===== src/rtl/ldpc_encoder.sv =====
// Systematic (12,6) LDPC encoder with a bit-serial parity accumulator and BPSK LLR mapping.
// Latency 7 cycles from acceptance to done; msg_ready low while encoding, msg_valid ignored then.
module ldpc_encoder #(
  parameter logic [5:0] LLR_MAG = 6'd15
) (
  input  logic        clk,
  input  logic        rst,
  input  logic        msg_valid,
  input  logic [5:0]  msg,
  output logic        msg_ready,
  output logic [11:0] codeword,
  output logic [71:0] lambda,
  output logic        lambda_valid,
  output logic        done
);

  typedef enum logic {
    IDLE = 1'b0,
    ENC  = 1'b1
  } state_t;

  // Clamp keeps the negative mapping away from -32 even with an out-of-range override.
  localparam logic [5:0] MAG     = (LLR_MAG == 6'd0) ? 6'd1 :
                                   (LLR_MAG > 6'd31) ? 6'd31 : LLR_MAG;
  localparam logic [5:0] MAG_NEG = ~MAG + 6'd1;

  state_t      state;
  state_t      state_nxt;
  logic [5:0]  msg_q;
  logic [5:0]  acc;
  logic [5:0]  acc_nxt;
  logic [2:0]  cnt;
  logic        last_bit;
  logic        done_q;
  logic [11:0] cw_nxt;
  logic [71:0] lambda_nxt;

  function automatic logic [5:0] parity_row(input logic [2:0] idx);
    logic [5:0] row;
    case (idx)
      3'd0:    row = 6'b000111;
      3'd1:    row = 6'b001011;
      3'd2:    row = 6'b010101;
      3'd3:    row = 6'b100110;
      3'd4:    row = 6'b011001;
      3'd5:    row = 6'b111000;
      default: row = 6'b000000;
    endcase
    return row;
  endfunction

  // State register
  always_ff @(posedge clk) begin
    if (rst) begin
      state <= IDLE;
    end else begin
      state <= state_nxt;
    end
  end

  // Next-state logic
  always_comb begin
    state_nxt = state;
    case (state)
      IDLE:    if (msg_valid) state_nxt = ENC;
      ENC:     if (cnt == 3'd5) state_nxt = IDLE;
      default: state_nxt = IDLE;
    endcase
  end

  // FSM outputs
  always_comb begin
    msg_ready = (state == IDLE);
    last_bit  = (state == ENC) && (cnt == 3'd5);
  end

  // One message bit per ENC cycle folds its parity row into the accumulator.
  always_comb begin
    acc_nxt = acc;
    if (msg_q[cnt]) begin
      acc_nxt = acc ^ parity_row(cnt);
    end
    cw_nxt = {acc_nxt, msg_q};
  end

  always_comb begin
    lambda_nxt = '0;
    for (int j = 0; j < 12; j++) begin
      lambda_nxt[6*j +: 6] = cw_nxt[j] ? MAG_NEG : MAG;
    end
  end

  always_ff @(posedge clk) begin
    if (rst) begin
      msg_q    <= '0;
      acc      <= '0;
      cnt      <= '0;
      codeword <= '0;
      lambda   <= '0;
      done_q   <= 1'b0;
    end else begin
      done_q <= 1'b0;
      if (state == IDLE) begin
        if (msg_valid) begin
          msg_q <= msg;
          acc   <= '0;
          cnt   <= '0;
        end
      end else begin
        acc <= acc_nxt;
        cnt <= cnt + 3'd1;
        // Results only move on the final bit, so they stay stable between done pulses.
        if (last_bit) begin
          codeword <= cw_nxt;
          lambda   <= lambda_nxt;
          done_q   <= 1'b1;
        end
      end
    end
  end

  assign done         = done_q;
  assign lambda_valid = done_q;

endmodule


===== config.mk =====
export PLATFORM = sky130hd
export DESIGN_NAME = ldpc_encoder
export DESIGN_NICKNAME = d
export VERILOG_FILES = /design/src/rtl/ldpc_encoder.sv
export SDC_FILE = /design/constraint.sdc
export NUM_CORES = 1
export LEC_CHECK = 0
export ABC_AREA = 1
export BUFFER_PORTS_ARGS = -buffer_cell sky130_fd_sc_hd__buf_2
export CORE_MARGIN = 5
export CORE_UTILIZATION = 30
export DETAILED_ROUTE_END_ITERATION = 8
export PLACE_DENSITY = 0.51
export SLEW_MARGIN = 10
export SYNTH_ARGS = -nofsm -noshare
export SYNTH_HDL_FRONTEND = slang
export SYNTH_SLANG_ARGS = --single-unit

===== constraint.sdc =====
create_clock -name clk -period 1.7 [get_ports clk]
set_input_delay 0.085 -clock clk [delete_from_list [all_inputs] [get_ports clk]]
set_output_delay 0.085 -clock clk [all_outputs]
set_load 0.02 [all_outputs]

# Yosys cells after proc, flatten, opt, wreduce, memory -nomap -nowiden
# Index checks and enable logic that the tools add are counted.
[word_totals]
reg_bits = 101
inputBits = 9
[op_classes]
addsub = 1
n_lt_le_gt_ge = 1
eq_ne = 5
n_mux = 25
bitwise_logic = 2
n_reduce_logical = 6
[op_table]
columns = ["cell", "n"]
rows = [
  ["6-bit two-way mux", 16],
  ["6-bit one-hot mux with 6 select lines", 1],
  ["3-bit by 2-bit == test with 1-bit output, second input constant", 2],
  ["3-bit == test, second input constant", 2],
  ["3-bit two-way mux", 2],
  ["6-bit bitwise XOR", 1],
  ["3-bit by 4-bit < comparator with 1-bit output, second input constant", 1],
  ["1-bit two-way mux", 4],
  ["2-bit AND reduction", 2],
  ["3-bit by 1-bit adder with 3-bit output, second input constant", 1],
  ["1-bit binary-select mux with 3-bit select", 1],
  ["3-bit by 1-bit == test with 1-bit output, second input constant", 1],
  ["3-bit zero test", 1],
  ["1-bit one-hot mux with 2 select lines", 1],
  ["2-bit nonzero test", 1],
  ["2-bit OR reduction", 1],
  ["1-bit logical AND", 1],
  ["1-bit inverter", 1],
]

# Longest topological paths before layout
# Gate-level depths: netlist of run 1.
[depth]
depth_word = 6
ltp_mapped = 12

# Worst setup path before layout of run 1
# OpenSTA, ideal clock, no wires.
[synth_timing]
kind = "register to register"
start = "reg cnt[1]"
end = "reg lambda[33]"
setup_ns = 0.117
arrival_time_ns = 1.307
setup_slack_ns = 0.277
stages_incl_launch_ff = 9
n_path_buf = 0
period_less_slack_ns = 1.423
cell_sequence = "dfxtp_1 -> inv_2 -> ha_1 -> nand2_1 -> nor2_4 -> inv_2 -> nand2_1 -> inv_2 -> a22o_1"
[synth_via]
elab_chain_len = 3
[synth_rtl]
columns = ["element", "line_no", "rtl"]
rows = [
  ["start, declared", "32", "logic [2:0] cnt;"],
  ["start signal, assigned", "111", "cnt <= cnt + 3'd1;"],
  ["3-bit == test", "74", "last_bit = (state == ENC) && (cnt == 3'd5);"],
  ["1-bit logical AND", "74", ""],
  ["2-bit AND reduction (no line)", "n/a", ""],
  ["end signal, assigned", "115", "lambda <= lambda_nxt;"],
  ["end, declared", "12", "output logic [71:0] lambda,"],
]
# Every way passes these cells.
# A chain may end at the register's enable or synchronous reset.

# Worst setup path in the final report of run 1
[layout_timing]
start = "reg cnt[1]"
end = "reg lambda[39]"
[layout_via]
elab_chain_len = 6
word_cells_on_any_way = 15
cone_classes = "eq/ne: 5; mux: 6; bitwise: 1; reduce/logical: 3"
[layout_rtl]
columns = ["element", "line_no", "rtl"]
rows = [
  ["3-bit == test, or another cell as far along", "40, 74", ""],
  ["6-bit one-hot mux with 6 select lines", "40", "case (idx)"],
  ["6-bit two-way mux", "80", "if (msg_q[cnt]) begin"],
  ["6-bit bitwise XOR", "81", "acc_nxt = acc ^ parity_row(cnt);"],
  ["6-bit two-way mux", "80", ""],
  ["6-bit two-way mux", "89", "lambda_nxt[6*j +: 6] = cw_nxt[j] ? MAG_NEG : MAG;"],
]
# Several ways; a longest one is shown, not always the timed one. The select of a mux whose other input is x is not followed.

==> insert_results.sql, run 1 <==
INSERT INTO impl_metrics (metric_group, metric, value, unit) VALUES
('outcome', 'status', 'complete, no violations', ''),
('synthesis', 'yosysSeqAreaShare', '36.3', '%'),
('worst_setup_path', 'worst-path-max-fanout', '9', ''),
('worst_setup_path', 'worst-endpoint-arrival', '1.70', 'ns'),
('sta', 'final-max-slew-violation-count', '0', ''),
('layout', 'share_of_cells_above_drive_strength_1', '40.2', '%'),
('pwr', 'leakage', '1.36', 'nW'),
('worst_hold_path', 'holdCritPathClass', 'in2reg', ''),
('placed_design', 'gp_congestion', '0.884', ''),
('synthesis', 'count_of_flip_flops_with_a_built_in_enable_after_synthesis', '0', ''),
('sta', 'period_needed', '1.51', 'ns'),
('grt', 'grt_start_max_net_pins', '28', ''),
('floorplan', 'die_width', '97.8', 'um'),
('synthesis', 'syn_nets', '313', ''),
('placed_design', 'dpl_hpwl', '4.19', 'mm'),
('floorplan', 'die_area', '9570', 'sq um'),
('grt', 'first_global_vias', '1795', ''),
('worst_setup_path', 'critical_path.startpoint_type', 'flop', ''),
('grt', 'global_route_met2_utilization', '17.8', '%'),
('synthesis', 'synthSimpleGateAreaFrac', '23.7', '%'),
('route', 'first_iter_violations', '120', ''),
('clocking', 'max-clock-path-buffers', '2', ''),
('layout', 'layout.cell_area.non_filler', '2580', 'sq um'),
('sta', 'max_freq', '664', 'MHz'),
('worst_setup_path', 'crit_path_end_kind', 'flop', ''),
('sta', 'skew', '0.00329', 'ns'),
('clocking', 'clock-root-buffer', 'sky130_fd_sc_hd__clkbuf_8', ''),
('route', 'dr_total_vias', '1909', ''),
('synthesis', 'dominantRegCellSynth', 'sky130_fd_sc_hd__dfxtp_1', ''),
('grt', 'busiest_layer', 'met2', ''),
('grt', 'global_route.usage.met3', '2.79', '%'),
('sta', 'grt_setup_unrepaired', 'no', ''),
('floorplan', 'start_util', '30.4', '%'),
('pwr', 'pwr_density_cell', '791', 'nW/um^2'),
('synthesis', 'post_synth_mux_area_share', '0', '%'),
('clocking', 'clkSlewWorstSetupHoldPaths', '0.08', 'ns'),
('floorplan', 'design.portCount', '96', ''),
('layout', 'nNetsFinal', '354', ''),
('pwr', 'vdd_ir_drop_max', '0.261', 'mV'),
('layout', 'area.growth.synth_to_final', '11.5', '%'),
('clocking', 'cts-htree-levels', '2', ''),
('synthesis', 'biggest_area_consumer_among_synthesized_cells', 'sky130_fd_sc_hd__dfxtp_1', ''),
('synthesis', 'synthesis.yosys.warnings', '0', ''),
('synthesis', 'post_synth_main_area_contributors', 'sky130_fd_sc_hd__dfxtp_1 36%, sky130_fd_sc_hd__buf_4 20%, sky130_fd_sc_hd__nand2_1 10%', ''),
('worst_setup_path', 'crit_type', 'reg2reg', ''),
('clocking', 'clock_latency', '0.29', 'ns'),
('route', 'drtAntennaViolNets', '0', ''),
('sta', 'final_min_period_over_clock_period', '88.6', '%'),
('layout', 'area_of_the_multi_input_gates', '923', 'sq um'),
('route', 'route.detailed.drc', '0', ''),
('worst_setup_path', 'required', '1.90', 'ns'),
('sta', 'worst-slew-pin-transition', '0.482', 'ns'),
('synthesis', 'largest_family_of_logic_cells_by_synthesized_area', 'buffers and inverters', ''),
('placed_design', 'postPlaceCellArea', '2470', 'sq um'),
('grt', 'groute.layer.met1.usage', '15.0', '%'),
('synthesis', 'synth_largest_type_area_fraction', '36.3', '%'),
('sta', 'setup_viol_count_final', '0', ''),
('clocking', 'clock_sinks', '42', ''),
('sta', 'timing.max_slew.rel_slack', '67.9', '%'),
('sta', 'timing.final.hold_violations', '0', ''),
('layout', 'antenna_cells_inserted', '0', ''),
('route', 'routed_via_density', '4.31', ''),
('synthesis', 'synthesis.instances', '299', ''),
('synthesis', 'avg_synthesized_cell_area', '7.74', 'sq um'),
('grt', 'grt_pass1_wl', '9.09', 'mm'),
('grt', 'globalRoute.totalOverflow', '0', ''),
('synthesis', 'synth_adder_area_share', '2.70', '%'),
('synthesis', 'synth_seq_cells', '42', ''),
('floorplan', 'chipHeight', '97.8', 'um'),
('synthesis', 'async_reset_ff_share', '0', '%'),
('layout', 'final_util', '33.9', '%');
[state kept, by name (all words and copies together), names as in the netlist]
| register | flops |
|---|---|
| state | 1 |
| msg_q | 6 |
| acc | 6 |
| cnt | 3 |
| lambda | 14 |
| codeword | 11 |
| done | 1 |
[kinds of logic (layout without fill, tap and decap cells)]
| logic type | Yosys count | after routing |
|---|---|---|
| AO/OA/AOI/OAI | 55 | 55 |
| adder cells (fa/ha/maj) | 5 | 5 |
| buffers and inverters | 83 | 125 |
| flip-flops | 42 | 42 |
| AND/OR/NAND/NOR | 114 | 114 |
[cell usage after synthesis, types with 2 or more instances]
| library cell | instances |
|---|---|
| sky130_fd_sc_hd__nor2_4 | 2 |
| sky130_fd_sc_hd__a21oi_2 | 3 |
| sky130_fd_sc_hd__a21oi_1 | 15 |
| sky130_fd_sc_hd__clkbuf_1 | 3 |
| sky130_fd_sc_hd__nor2_2 | 2 |
| sky130_fd_sc_hd__buf_4 | 61 |
| sky130_fd_sc_hd__inv_1 | 11 |
| sky130_fd_sc_hd__a31oi_1 | 4 |
| sky130_fd_sc_hd__inv_2 | 5 |
| sky130_fd_sc_hd__nor2_1 | 19 |
| sky130_fd_sc_hd__o211ai_1 | 2 |
| sky130_fd_sc_hd__o21ai_1 | 5 |
| sky130_fd_sc_hd__nand2_1 | 62 |
| sky130_fd_sc_hd__dfxtp_1 | 42 |
| sky130_fd_sc_hd__buf_2 | 2 |
| sky130_fd_sc_hd__nand3_1 | 13 |
| sky130_fd_sc_hd__o21ai_0 | 21 |
| sky130_fd_sc_hd__nand3_2 | 4 |
| sky130_fd_sc_hd__a22o_1 | 2 |
| sky130_fd_sc_hd__ha_1 | 5 |
| sky130_fd_sc_hd__nand2_4 | 3 |
| sky130_fd_sc_hd__nand2_2 | 6 |
[worst max-delay path, cell delays in order, from the launching register on]
cell                      delay, ns
sky130_fd_sc_hd__dfxtp_2       0.43
sky130_fd_sc_hd__inv_2         0.08
sky130_fd_sc_hd__ha_1          0.21
sky130_fd_sc_hd__inv_1         0.07
sky130_fd_sc_hd__nand2_1       0.05
sky130_fd_sc_hd__nand2_1       0.10
sky130_fd_sc_hd__nand2_1       0.06
sky130_fd_sc_hd__nand2_1       0.05
sky130_fd_sc_hd__nand2_1       0.05
sky130_fd_sc_hd__nand2_2       0.07
sky130_fd_sc_hd__nand2_1       0.11
sky130_fd_sc_hd__nand2_1       0.08
sky130_fd_sc_hd__nand2_1       0.04
[area by class of cell]
type                            count  area share, %
Multi-Input combinational cell    174           35.8
Sequential cell                    42           32.7
Timing Repair Buffer              101           20.2
Tap cell                          102           4.94
Clock buffer                        7           2.96
Inverter                           16           2.33
Clock inverter                      1           1.16
[routing by layer]
layer  share of wire, %  wire length, um  up-vias
li1                   -                -      986
met1                 45             2470      847
met2                 45             2470       64
met3                6.1              329       12
met4                3.1              166        0
met5                  0                0        -
[cell usage in the layout, fill, tap and decap left out, types with 2 or more instances in the layout]
cell type / count
sky130_fd_sc_hd__buf_2: 95
sky130_fd_sc_hd__nand2_1: 62
sky130_fd_sc_hd__dfxtp_1: 40
sky130_fd_sc_hd__o21ai_0: 21
sky130_fd_sc_hd__nor2_1: 19
sky130_fd_sc_hd__a21oi_1: 15
sky130_fd_sc_hd__nand3_1: 13
sky130_fd_sc_hd__inv_1: 11
sky130_fd_sc_hd__nand2_2: 6
sky130_fd_sc_hd__buf_4: 6
sky130_fd_sc_hd__inv_2: 5
sky130_fd_sc_hd__o21ai_1: 5
sky130_fd_sc_hd__ha_1: 5
sky130_fd_sc_hd__clkbuf_8: 5
sky130_fd_sc_hd__nand3_2: 4
sky130_fd_sc_hd__a31oi_1: 4
sky130_fd_sc_hd__nand2_4: 3
sky130_fd_sc_hd__a21oi_2: 3
sky130_fd_sc_hd__nor2_2: 2
sky130_fd_sc_hd__nor2_4: 2
sky130_fd_sc_hd__o211ai_1: 2
sky130_fd_sc_hd__a22o_1: 2
sky130_fd_sc_hd__clkbuf_1: 2
sky130_fd_sc_hd__dfxtp_2: 2
[per-stage QoR]
| step | setup slack (ns) | instances | hold WS, ns | power, W |
|---|---|---|---|---|
| 2_1_floorplan | 0.277 | 299 | 0.154 | 0.00122 |
| 3_3_place_gp | 0.143 | 435 | 0.340 | 0.00128 |
| 3_5_place_dp | 0.0906 | 435 | 0.353 | 0.00129 |
| 4_1_cts | 0.0793 | 443 | 0.0459 | 0.00207 |
| 5_1_grt | 0.0146 | 443 | 0.0547 | 0.00214 |
| 6_report | 0.194 | 443 | 0.0463 | 0.00204 |
[where the power goes]
part           switching (W)  internal (W)  total [W]
clock network       0.000341      0.000440   0.000781
logic               0.000152     0.0000754   0.000227
registers          0.0000274       0.00101    0.00103
[final timing paths]
check        depth (start not counted)  slack (ns)                       end                     start
max                                 12        0.19   lambda[39]$_SDFFE_PP0P_       cnt[1]$_SDFFE_PP0P_
min                                  3        0.05     msg_q[3]$_SDFFE_PP0P_                    msg[3]
max reg2reg                         12        0.19   lambda[39]$_SDFFE_PP0P_       cnt[1]$_SDFFE_PP0P_
min reg2reg                          2        0.48  codeword[8]$_SDFFE_PP0P_  codeword[8]$_SDFFE_PP0P_
[timing repair]
action                     in CTS  in global routing
gates resized for setup         0                  2
setup endpoints to repair       0                 15
hold buffers                    0                  0
Note: power is estimated with default switching activity, not from simulation.
==> run 2, diff against run 1 <==
- ABC_AREA: 1 -> not set
==> insert_results.sql, run 2 <==
INSERT INTO impl_metrics (metric_group, metric, value, unit) VALUES
('grt', 'grt_pass1_wl', '8.80', 'mm'),
('synthesis', 'yosysSeqAreaShare', '36.9', '%'),
('route', 'drtAntennaViolNets', '0', ''),
('job', 'timing.max_cap.violations', '0', ''),
('synthesis', 'synthesis.instances', '274', ''),
('grt', 'first_global_vias', '1815', ''),
('route', 'finalWirelength', '5.33', 'mm'),
('clocking', 'clkSlewWorstSetupHoldPaths', '0.08', 'ns'),
('synthesis', 'avg_synthesized_cell_area', '8.32', 'sq um'),
('clocking', 'clock_latency', '0.29', 'ns'),
('pwr', 'power.share.clock', '35.1', '%'),
('sta', 'final-max-slew-violation-count', '0', ''),
('floorplan', 'die_width', '97.2', 'um'),
('placed_design', 'gp_congestion', '0.806', ''),
('pwr', 'power_frac_comb', '10.6', '%'),
('clocking', 'clock_sinks', '42', ''),
('synthesis', 'synthSimpleGateAreaFrac', '17.1', '%'),
('worst_setup_path', 'critical_path.cell_chain', 'buf_6 > mux2i_4 > a22oi_4 > nand2_4 > or4_4 > a31oi_1', ''),
('worst_hold_path', 'holdCritPathClass', 'in2reg', ''),
('synthesis', 'synth_compound_gate_area_share', '13.4', '%'),
('sta', 'max_freq', '580', 'MHz'),
('pwr', 'post-layout-total-power', '0.00187', 'W'),
('pwr', 'pwr_density_cell', '680', 'nW/um^2'),
('worst_setup_path', 'crit_path_max_incr_delay', '0.48', 'ns'),
('synthesis', 'post_synth_main_area_contributors', 'sky130_fd_sc_hd__dfxtp_1 37%, sky130_fd_sc_hd__buf_4 20%, sky130_fd_sc_hd__nor2_1 5.3%', ''),
('placed_design', 'postPlaceCellArea', '2550', 'sq um'),
('clocking', 'tritoncts.num_buffers', '5', ''),
('synthesis', 'synthesis.yosys.warnings', '0', ''),
('synthesis', 'biggest_area_consumer_among_synthesized_cells', 'sky130_fd_sc_hd__dfxtp_1', ''),
('pwr', 'internal-power', '0.00142', 'W'),
('layout', 'nFillCells', '740', ''),
('layout', 'layout.cell_area.non_filler', '2750', 'sq um'),
('floorplan', 'die_area', '9450', 'sq um'),
('worst_setup_path', 'critical_path.startpoint_type', 'flop', ''),
('pwr', 'power_frac_seq', '54.3', '%'),
('sta', 'timing.max_slew.rel_slack', '78.1', '%'),
('layout', 'largest-register', 'lambda', ''),
('placed_design', 'dpl_hpwl', '3.96', 'mm'),
('synthesis', 'largest_family_of_logic_cells_by_synthesized_area', 'buffers and inverters', ''),
('synthesis', 'syn_nets', '288', ''),
('floorplan', 'design.portCount', '96', ''),
('sta', 'skew', '0.00351', 'ns'),
('floorplan', 'row_count', '31', ''),
('synthesis', 'synth_largest_type_area_fraction', '36.9', '%'),
('pwr', 'power_switching_share', '24.2', '%'),
('layout', 'reg_top3', 'lambda: 14 flops, codeword: 11 flops', ''),
('route', 'post_drt_wl_per_cell', '12.5', 'um'),
('grt', 'global_route.usage.total', '11.2', '%'),
('synthesis', 'count_of_flip_flops_with_a_built_in_enable_after_synthesis', '0', ''),
('synthesis', 'async_reset_ff_share', '0', '%'),
('sta', 'final_min_period_over_clock_period', '101', '%'),
('pwr', 'vdd_ir_drop_max', '0.242', 'mV'),
('clocking', 'tritoncts', 'yes', ''),
('grt', 'globalRoute.totalOverflow', '0', ''),
('floorplan', 'floorplan.core_area', '7330', 'sq um'),
('clocking', 'max-clock-path-buffers', '2', ''),
('route', 'route.detailed.drc', '0', ''),
('sta', 'setup_viol_count_final', '1', ''),
('layout', 'largest_register_ff_count', '14', ''),
('synthesis', 'dominantRegCellSynth', 'sky130_fd_sc_hd__dfxtp_1', ''),
('grt', 'antenna_found_initial', '0', ''),
('floorplan', 'chipHeight', '97.2', 'um'),
('layout', 'layout.cells.most_common_list', '95 x sky130_fd_sc_hd__buf_2, 41 x sky130_fd_sc_hd__dfxtp_1, 32 x sky130_fd_sc_hd__nor2_1', ''),
('route', 'routed_via_density', '4.49', ''),
('synthesis', 'synth_xor_area_share', '0.384', '%'),
('synthesis', 'synth_seq_cells', '42', ''),
('worst_setup_path', 'required', '1.93', 'ns'),
('floorplan', 'start_util', '31.1', '%'),
('placed_design', 'detailedPlace.worstSlack', '-0.0272', 'ns'),
('worst_setup_path', 'worst-path-max-fanout', '5', ''),
('outcome', 'status', 'complete, but fails checks', ''),
('sta', 'hold_slack', '0.0279', 'ns'),
('sta', 'period_needed', '1.72', 'ns'),
('clocking', 'clock-root-buffer', 'sky130_fd_sc_hd__clkbuf_8', ''),
('layout', 'nNetsFinal', '341', ''),
('route', 'dr_total_vias', '1918', ''),
('placed_design', 'placement.io_buffers', '95', ''),
('pwr', 'power.switching', '0.000453', 'W'),
('synthesis', 'netlist-cell-type-count', '41', ''),
('sta', 'timing.final.hold_violations', '0', ''),
('layout', 'area.growth.synth_to_final', '20.7', '%'),
('grt', 'grt_start_max_net_pins', '28', ''),
('outcome', 'failed_checks', 'setup timing', ''),
('synthesis', 'post_synth_mux_area_share', '5.92', '%'),
('sta', 'worst-slew-pin-transition', '0.328', 'ns'),
('worst_setup_path', 'crit_path_top_delay_cell', 'sky130_fd_sc_hd__or4_4', ''),
('synthesis', 'synth_adder_area_share', '2.74', '%'),
('worst_setup_path', 'crit_type', 'reg2reg', ''),
('synthesis', 'mappedNetlistArea', '2280', 'sq um'),
('clocking', 'cts_hold_buf', '0', ''),
('layout', 'most_common_library_cell_in_the_layout_ignoring_fill_and_taps', 'sky130_fd_sc_hd__buf_2', ''),
('clocking', 'cts-htree-levels', '2', ''),
('layout', 'antenna_cells_inserted', '0', ''),
('sta', 'setup_slack', '-0.0227', 'ns'),
('pwr', 'leakage', '1.39', 'nW'),
('worst_setup_path', 'worst-endpoint-arrival', '1.95', 'ns'),
('synthesis', 'synthMostInstantiatedCell', 'sky130_fd_sc_hd__buf_4', ''),
('worst_setup_path', 'crit_path_end_kind', 'flop', ''),
('synthesis', 'netlist_top_cells_count', '60 x sky130_fd_sc_hd__buf_4, 42 x sky130_fd_sc_hd__dfxtp_1, 32 x sky130_fd_sc_hd__nor2_1, 26 x sky130_fd_sc_hd__nand2_1, 23 x sky130_fd_sc_hd__a21oi_1', ''),
('route', 'drt_first_pass_iters', '4', ''),
('route', 'first_iter_violations', '71', ''),
('layout', 'share_of_cells_above_drive_strength_1', '44.8', '%'),
('sta', 'grt_setup_unrepaired', 'yes', '');
==> run 2: cell count changes in the layout (fill, tap and decap cells not counted), moves of 5 or more <==
cell,before,now
sky130_fd_sc_hd__buf_4,6,22
sky130_fd_sc_hd__inv_1,11,6
sky130_fd_sc_hd__mux2i_1,0,8
sky130_fd_sc_hd__nand3_1,13,4
sky130_fd_sc_hd__nand2_1,62,26
sky130_fd_sc_hd__nor2_1,19,32
sky130_fd_sc_hd__nand2_2,6,0
sky130_fd_sc_hd__a21oi_1,15,21
sky130_fd_sc_hd__o21ai_0,21,3
==> run 2: routing by layer <==
| layer | GRT usage (%) | up-vias | routed length (um) |
|---|---|---|---|
| met5 | 0 | - | 0 |
| met1 | 14.2 | 883 | 2450 |
| met3 | 3.37 | 4 | 391 |
| met2 | 17.9 | 66 | 2430 |
| met4 | 4.43 | 0 | 65 |
| li1 | - | 965 | - |
==> run 2: logic make-up (layout without fill, tap and decap cells) <==
| logic type | Yosys count | count (layout) |
|---|---|---|
| XOR/XNOR | 1 | 1 |
| buffers and inverters | 81 | 135 |
| AO/OA/AOI/OAI | 47 | 47 |
| AND/OR/NAND/NOR | 85 | 85 |
| flip-flops | 42 | 42 |
| adder cells (fa/ha/maj) | 5 | 5 |
| multiplexers | 13 | 13 |
==> run 2: final timing paths <==
kind | startpoint | to | slack [ns] | cells after the start
max reg2reg | cnt[0]$_SDFFE_PP0P_ | acc[5]$_SDFFE_PP0P_ | -0.02 | 6
max | cnt[0]$_SDFFE_PP0P_ | acc[5]$_SDFFE_PP0P_ | -0.02 | 6
min reg2reg | codeword[4]$_SDFFE_PP0P_ | codeword[4]$_SDFFE_PP0P_ | 0.48 | 2
min | msg[1] | msg_q[1]$_SDFFE_PP0P_ | 0.03 | 3
==> run 2: layout make-up <==
cell class	count	area, sq um	area share, %
sequential	42	842	30.6
clock inverter	1	5.00	0.182
timing repair buffer	120	683	24.8
tap	99	124	4.50
inverter	7	26.3	0.955
multi-input combinational	151	986	35.8
clock buffer	7	86.3	3.14
==> run 2: stage by stage <==
stage | cells | util (%) | setup TNS, ns
final | 427 | 37.5 | -0.0227
after detailed placement | 416 | 34.8 | -0.0310
after global placement | 416 | 34.8 | -0.00652
after global routing | 427 | 37.5 | -0.275
after floorplan | 274 | - | 0
after CTS | 424 | 36.4 | -0.0159
==> run 2: power by group through the flow <==
stage | logic [W] | registers, W | clock network [W]
after global placement | 0.000173 | 0.00104 | 0
after detailed placement | 0.000174 | 0.00104 | 0
after CTS | 0.000182 | 0.00101 | 0.000692
final | 0.000198 | 0.00102 | 0.000657
after floorplan | 0.000107 | 0.00104 | 0
after global routing | 0.000220 | 0.00102 | 0.000734
==> run 2: what timing repair did <==
action | 4_1_cts | 5_1_grt
pin swaps | 2 | 5
gates resized for setup | 5 | 15
buffers inserted | 0 | 3
setup endpoints to repair | 3 | 9
==> run 2: worst max-delay path, delay by kind of cell (launching register included) <==
family	cells	cell delay, ns
compound gates	2	0.43
mux	1	0.20
simple gates	2	0.57
flops	1	0.33
buf+inv	1	0.13
